## config.mk

```make
export PLATFORM = sky130hd
export DESIGN_NAME = fpnew_classifier_pipe
export DESIGN_NICKNAME = d
export VERILOG_FILES = /design/src/rtl/fpnew_classifier_pipe.sv
export SDC_FILE = /design/constraint.sdc
export NUM_CORES = 1
export LEC_CHECK = 0
export CAP_MARGIN = 10
export CORE_ASPECT_RATIO = 0.7
export CORE_MARGIN = 1
export CORE_UTILIZATION = 46
export CTS_CLUSTER_DIAMETER = 50
export DETAILED_ROUTE_END_ITERATION = 10
export GPL_TIMING_DRIVEN = 0
export PLACE_DENSITY = 0.8
export RECOVER_POWER = 50
export SLEW_MARGIN = 0
export SYNTH_ARGS = -nofsm -noshare
export SYNTH_HDL_FRONTEND = slang
export SYNTH_SLANG_ARGS = --single-unit
```

## constraint.sdc

```tcl
create_clock -name clk_i -period 3.7 [get_ports clk_i]
set_input_delay 0.555 -clock clk_i [delete_from_list [all_inputs] [get_ports clk_i]]
set_output_delay 0.555 -clock clk_i [all_outputs]
set_load 0.05 [all_outputs]
```

## src/rtl/fpnew_classifier_pipe.sv

```systemverilog
// Per-lane floating-point classifier (FCLASS one-hot plus info flags) feeding a ready/valid register pipeline.
// Optional output-side NaN/sNaN statistics counters are enabled by FPNEW_CLASSIFIER_PIPE_STATS_EN.
package fpnew_pkg_versacore;
    typedef enum logic [2:0] {
        FP32    = 3'd0,
        FP64    = 3'd1,
        FP16    = 3'd2,
        FP8     = 3'd3,
        FP16ALT = 3'd4
    } fp_format_e;

    typedef struct packed {
        logic is_normal;
        logic is_subnormal;
        logic is_zero;
        logic is_inf;
        logic is_nan;
        logic is_signalling;
        logic is_quiet;
        logic is_boxed;
    } fp_info_t;

    function automatic int unsigned exp_bits(fp_format_e fmt);
        case (fmt)
            FP64:    return 11;
            FP16:    return 5;
            FP8:     return 5;
            FP16ALT: return 8;
            default: return 8;
        endcase
    endfunction

    function automatic int unsigned man_bits(fp_format_e fmt);
        case (fmt)
            FP64:    return 52;
            FP16:    return 10;
            FP8:     return 2;
            FP16ALT: return 7;
            default: return 23;
        endcase
    endfunction

    function automatic int unsigned fp_width(fp_format_e fmt);
        return 1 + exp_bits(fmt) + man_bits(fmt);
    endfunction
endpackage

module fpnew_classifier_pipe
    import fpnew_pkg_versacore::*;
#(
    parameter fp_format_e  FpFormat    = fp_format_e'(0),
    parameter int unsigned NumLanes    = 4,
    parameter int unsigned NumPipeRegs = 2,
    parameter int unsigned TagWidth    = 4,
    localparam int unsigned WIDTH      = fp_width(FpFormat)
) (
    input  logic                         clk_i,
    input  logic                         rst_i,
    input  logic                         in_valid_i,
    output logic                         in_ready_o,
    input  logic [NumLanes*WIDTH-1:0]    operands_i,
    input  logic [NumLanes-1:0]          is_boxed_i,
    input  logic [NumLanes-1:0]          lane_mask_i,
    input  logic [TagWidth-1:0]          tag_i,
    output logic                         out_valid_o,
    input  logic                         out_ready_i,
    output fp_info_t [NumLanes-1:0]      info_o,
    output logic [NumLanes*10-1:0]       class_o,
    output logic [NumLanes-1:0]          lane_mask_o,
    output logic [TagWidth-1:0]          tag_o,
`ifdef FPNEW_CLASSIFIER_PIPE_STATS_EN
    input  logic                         stats_clr_i,
    output logic [15:0]                  nan_cnt_o,
    output logic [15:0]                  snan_cnt_o,
`endif
    output logic                         busy_o
);
    localparam int unsigned EXP = exp_bits(FpFormat);
    localparam int unsigned MAN = man_bits(FpFormat);
    localparam int unsigned DW  = NumLanes * 8 + NumLanes * 10 + NumLanes + TagWidth;
    localparam int          NPR = int'(NumPipeRegs);

    fp_info_t [NumLanes-1:0]    comb_info;
    logic [NumLanes*10-1:0]     comb_class;
    logic [DW-1:0]              comb_data;
    logic [DW-1:0]              out_data;

    for (genvar gi = 0; gi < NumLanes; gi++) begin : g_lane
        logic [WIDTH-1:0] op;
        logic [EXP-1:0]   e;
        logic [MAN-1:0]   m;
        logic             s;
        fp_info_t         info;
        logic [9:0]       cls;

        assign op = operands_i[gi*WIDTH +: WIDTH];
        assign s  = op[WIDTH-1];
        assign e  = op[WIDTH-2 -: EXP];
        assign m  = op[MAN-1:0];

        // Unboxed operands are treated as the canonical quiet NaN.
        always_comb begin
            info = '0;
            cls  = '0;
            if (lane_mask_i[gi]) begin
                info.is_boxed = is_boxed_i[gi];
                if (!is_boxed_i[gi]) begin
                    info.is_nan   = 1'b1;
                    info.is_quiet = 1'b1;
                    cls[9]        = 1'b1;
                end else if (e == '1) begin
                    if (m == '0) begin
                        info.is_inf = 1'b1;
                        if (s) cls[0] = 1'b1; else cls[7] = 1'b1;
                    end else begin
                        info.is_nan        = 1'b1;
                        info.is_signalling = !m[MAN-1];
                        info.is_quiet      = m[MAN-1];
                        if (m[MAN-1]) cls[9] = 1'b1; else cls[8] = 1'b1;
                    end
                end else if (e == '0) begin
                    if (m == '0) begin
                        info.is_zero = 1'b1;
                        if (s) cls[3] = 1'b1; else cls[4] = 1'b1;
                    end else begin
                        info.is_subnormal = 1'b1;
                        if (s) cls[2] = 1'b1; else cls[5] = 1'b1;
                    end
                end else begin
                    info.is_normal = 1'b1;
                    if (s) cls[1] = 1'b1; else cls[6] = 1'b1;
                end
            end
        end

        assign comb_info[gi]            = info;
        assign comb_class[gi*10 +: 10]  = cls;
    end

    assign comb_data = {comb_info, comb_class, lane_mask_i, tag_i};

    if (NumPipeRegs == 0) begin : g_comb
        assign out_data    = comb_data;
        assign out_valid_o = in_valid_i;
        assign in_ready_o  = out_ready_i;
        assign busy_o      = 1'b0;
    end else begin : g_pipe
        logic [NumPipeRegs-1:0] valid_q;
        logic [DW-1:0]          data_q    [NumPipeRegs];
        logic [NumPipeRegs-1:0] src_valid;
        logic [DW-1:0]          src_data  [NumPipeRegs];
        logic [NumPipeRegs:0]   ready;

        // A stage may load when empty or when its current beat moves on this cycle.
        always_comb begin
            ready[NumPipeRegs] = out_ready_i;
            for (int i = NPR - 1; i >= 0; i--) begin
                ready[i] = !valid_q[i] || ready[i+1];
            end
        end

        always_comb begin
            src_valid[0] = in_valid_i;
            src_data[0]  = comb_data;
            for (int i = 1; i < NPR; i++) begin
                src_valid[i] = valid_q[i-1];
                src_data[i]  = data_q[i-1];
            end
        end

        // Data only captures real beats so outputs keep the last beat rather than bubble garbage.
        always_ff @(posedge clk_i) begin
            if (rst_i) begin
                valid_q <= '0;
                for (int i = 0; i < NPR; i++) data_q[i] <= '0;
            end else begin
                for (int i = 0; i < NPR; i++) begin
                    if (ready[i]) begin
                        valid_q[i] <= src_valid[i];
                        if (src_valid[i]) data_q[i] <= src_data[i];
                    end
                end
            end
        end

        assign out_data    = data_q[NumPipeRegs-1];
        assign out_valid_o = valid_q[NumPipeRegs-1];
        assign in_ready_o  = ready[0];
        assign busy_o      = |valid_q;
    end

    assign {info_o, class_o, lane_mask_o, tag_o} = out_data;

`ifdef FPNEW_CLASSIFIER_PIPE_STATS_EN
    logic [15:0] nan_cnt_q, snan_cnt_q;
    logic [4:0]  nan_n, snan_n;
    logic [16:0] nan_sum, snan_sum;

    always_comb begin
        nan_n  = '0;
        snan_n = '0;
        for (int l = 0; l < int'(NumLanes); l++) begin
            nan_n  = nan_n  + 5'(info_o[l].is_nan);
            snan_n = snan_n + 5'(info_o[l].is_signalling);
        end
    end

    assign nan_sum  = {1'b0, nan_cnt_q}  + {12'b0, nan_n};
    assign snan_sum = {1'b0, snan_cnt_q} + {12'b0, snan_n};

    always_ff @(posedge clk_i) begin
        if (rst_i || stats_clr_i) begin
            nan_cnt_q  <= '0;
            snan_cnt_q <= '0;
        end else if (out_valid_o && out_ready_i) begin
            nan_cnt_q  <= nan_sum[16]  ? 16'hFFFF : nan_sum[15:0];
            snan_cnt_q <= snan_sum[16] ? 16'hFFFF : snan_sum[15:0];
        end
    end

    assign nan_cnt_o  = nan_cnt_q;
    assign snan_cnt_o = snan_cnt_q;
`endif
endmodule

```

==> run_results.csv <==
group,metric,value,unit
logic_synthesis,synth-edff-count,152,
finish,final_cell_mix,"clkdlybuf4s50_1, edfxtp_1, and3_1, buf_4, nor3_1",
pwr,p_leak,3.98,nW
finish,num_antenna_cells,0,
logic_synthesis,synth.avg_cell_area,13.1,um^2
finish,fin_nets,904,
floorplanning,ioPinCount,227,
sta,clock_skew,0.00715,ns
clock_tree,cts-root-buf,"clkbuf_16",
grt,grt_antenna_before_repair,0,
floorplanning,row_count,36,
route,drcViolationCount,0,
sta,max_freq,304,MHz
logic_synthesis,yosys_most_used_dff,"edfxtp_1",
critical_path,path_class,"in2out",
placed_design,io_buffers,226,
logic_synthesis,synth_top_family_by_area,"simple AND/OR/NAND/NOR gates",
floorplanning,initial_core_util,47.7,%
outcome,violations,"capacitance limit, slew limit",
route,routed_wl,15.2,mm
route,vias,4804,
grt,gr-total-overflow,0,
sta,slew_headroom,-13.5,%
sta,holdWs,0.531,ns
placed_design,place_congestion,0.786,
min_path,worstHoldPathType,"reg2reg",
logic_synthesis,synth_fp_nets,659,
critical_path,end_kind,"output pin",
clock_tree,cts_tree,"yes",
placed_design,hpwlAfterDp,11.3,mm
logic_synthesis,synthXorXnorAreaFrac,0,%
placed_design,placed_cell_area,9250,um^2
route,avgRoutedWirePerCell,15.8,um
critical_path,start_kind,"input pin",
sta,min_period_over_period,88.8,%
sta,rsz0062_at_grt,"no",
floorplanning,chipHeight,103,um
logic_synthesis,syn-instance-count,515,
route,drt-initial-drc-count,283,
route,drtAntennaViolNets,0,
sta,finalHoldViolations,0,
finish,syn_to_final_growth,45.6,%
sta,setup_viol,0,
pwr,powerDensity,453,nW/um^2
finish,final_common_cell,"clkdlybuf4s50_1",
grt,grt_pass1_vias,4589,
critical_path,path_max_fanout,10,
grt,grt_max_degree,77,
logic_synthesis,synth_adder_area_share,0,%
logic_synthesis,ys_types,24,
clock_tree,cts_buffers,17,
outcome,status,"finished with violations",
route,drt-vias-per-instance,4.99,
grt,grt_pass1_wl,22.6,mm
clock_tree,clock_latency,0.42,ns
finish,stdcell_area,9800,um^2
sta,final_max_slew_viol_count,77,
run,cap_viol_max_count,1,
clock_tree,path_clk_slew,0.06,ns
finish,drive_gt1_share,15.1,%
logic_synthesis,seq_area_frac_synth,68.4,%
sta,tightestPinTransition,1.70,ns
logic_synthesis,synth-seq-cells,154,
logic_synthesis,synth_simple_gate_area_share,19.1,%
logic_synthesis,synth_mux_area_share,0,%
critical_path,crit_arrival,2.73,ns
sta,fin_crit,3.29,ns
floorplanning,dieArea,15100,um^2
pwr,ir_worst_vdd,0.000270,V
grt,grt_use_total,20.3,%
logic_synthesis,synthArstFlopShare,0,%
clock_tree,cts.sinks,154,
critical_path,cp.required,3.14,ns
logic_synthesis,synth_compound_area_share,1.41,%
logic_synthesis,ys_warn_count,0,
logic_synthesis,netlist_area,6730,um^2
route,first_pass_iters,4,
floorplanning,core-area,14100,um^2
clock_tree,htree_levels,4,
finish,fill_cells,1017,
floorplanning,die_w,147,um
clock_tree,clk_path_buf_depth,2,
[per-layer routing]
| metal | routed length [um] | global-route usage, % | vias up |
|---|---|---|---|
| met5 | 0 | 0 | - |
| met2 | 7710 | 35.5 | 179 |
| met3 | 897 | 5.75 | 19 |
| li1 | - | - | 2352 |
| met1 | 6380 | 24.8 | 2254 |
| met4 | 184 | 6.49 | 0 |
[Yosys cell counts (3+ instances only)]
cell type,number,area (um^2)
and2_1,3,18.8
inv_1,13,48.8
a21oi_1,10,50.1
edfxtp_1,152,4560
nor2_1,25,93.8
nand4_1,19,119
or4_1,9,67.6
buf_4,80,601
nand2_1,14,52.6
buf_2,3,15.0
o21ai_0,4,20.0
and3_1,80,500
nor3_1,39,195
clkbuf_1,21,78.8
or2_2,5,31.3
nor4_1,27,169
[worst max-delay path: stages]
cell            delay, ns
dlygate4sd3_1        0.53
nand3b_1             0.28
clkbuf_1             0.45
clkbuf_1             0.41
dlymetal6s2s_1       0.50
[logic make-up after synthesis]
family / Yosys count
flops: 154
buf+inv: 118
simple gates: 226
compound gates: 17
[registers in the layout (all words and copies together) (netlist names)]
register and count:
g_pipe.data_q 152, g_pipe.valid_q 2
[final timing paths]
check | from | to | slack [ns] | cells past startpoint
max | out_ready_i | in_ready_o | 0.41 | 5
min | g_pipe.valid_q[0] | g_pipe.valid_q[1] | 0.53 | 2
max reg2reg | g_pipe.valid_q[0] | g_pipe.data_q[0][11] | 1.00 | 4
min reg2reg | g_pipe.valid_q[0] | g_pipe.valid_q[1] | 0.53 | 2
[where the power goes]
part / switching, mW / internal [mW]
Combinational: 0.386 / 0.329
Sequential: 0.0314 / 2.04
Clock: 0.672 / 0.980
Total: 1.09 / 3.34
[stage by stage]
step           instances  setup slack, ns  power [mW]  utilization, %  TNS (ns)
5_1_grt              963            0.271        4.56            69.5         0
4_1_cts              963           0.0642        4.46            69.6         0
2_1_floorplan        515            0.630        2.49               -         0
3_5_place_dp         931           0.0678        2.83            65.6         0
3_3_place_gp         931           -0.175        2.81            65.5    -14.44
6_report             963            0.414        4.43            69.5         0
[cell type report]
class / count / area, um^2 / area share [%]
flip-flops and latches: 154 / 4600 / 47.0
repair buffers: 226 / 2260 / 23.1
multi-input cells: 243 / 1390 / 14.2
plain buffers: 105 / 694 / 7.09
clock buffers: 18 / 429 / 4.38
well taps: 190 / 238 / 2.43
clock inverters: 14 / 131 / 1.34
inverters: 13 / 48.8 / 0.498
[timing repair]
action                     4_1_cts  5_1_grt
setup buffers                    0        0
setup endpoints to repair        0        1
resized for setup                0        1
hold buffers                     0        0
Power figures use the tool's default switching activity.
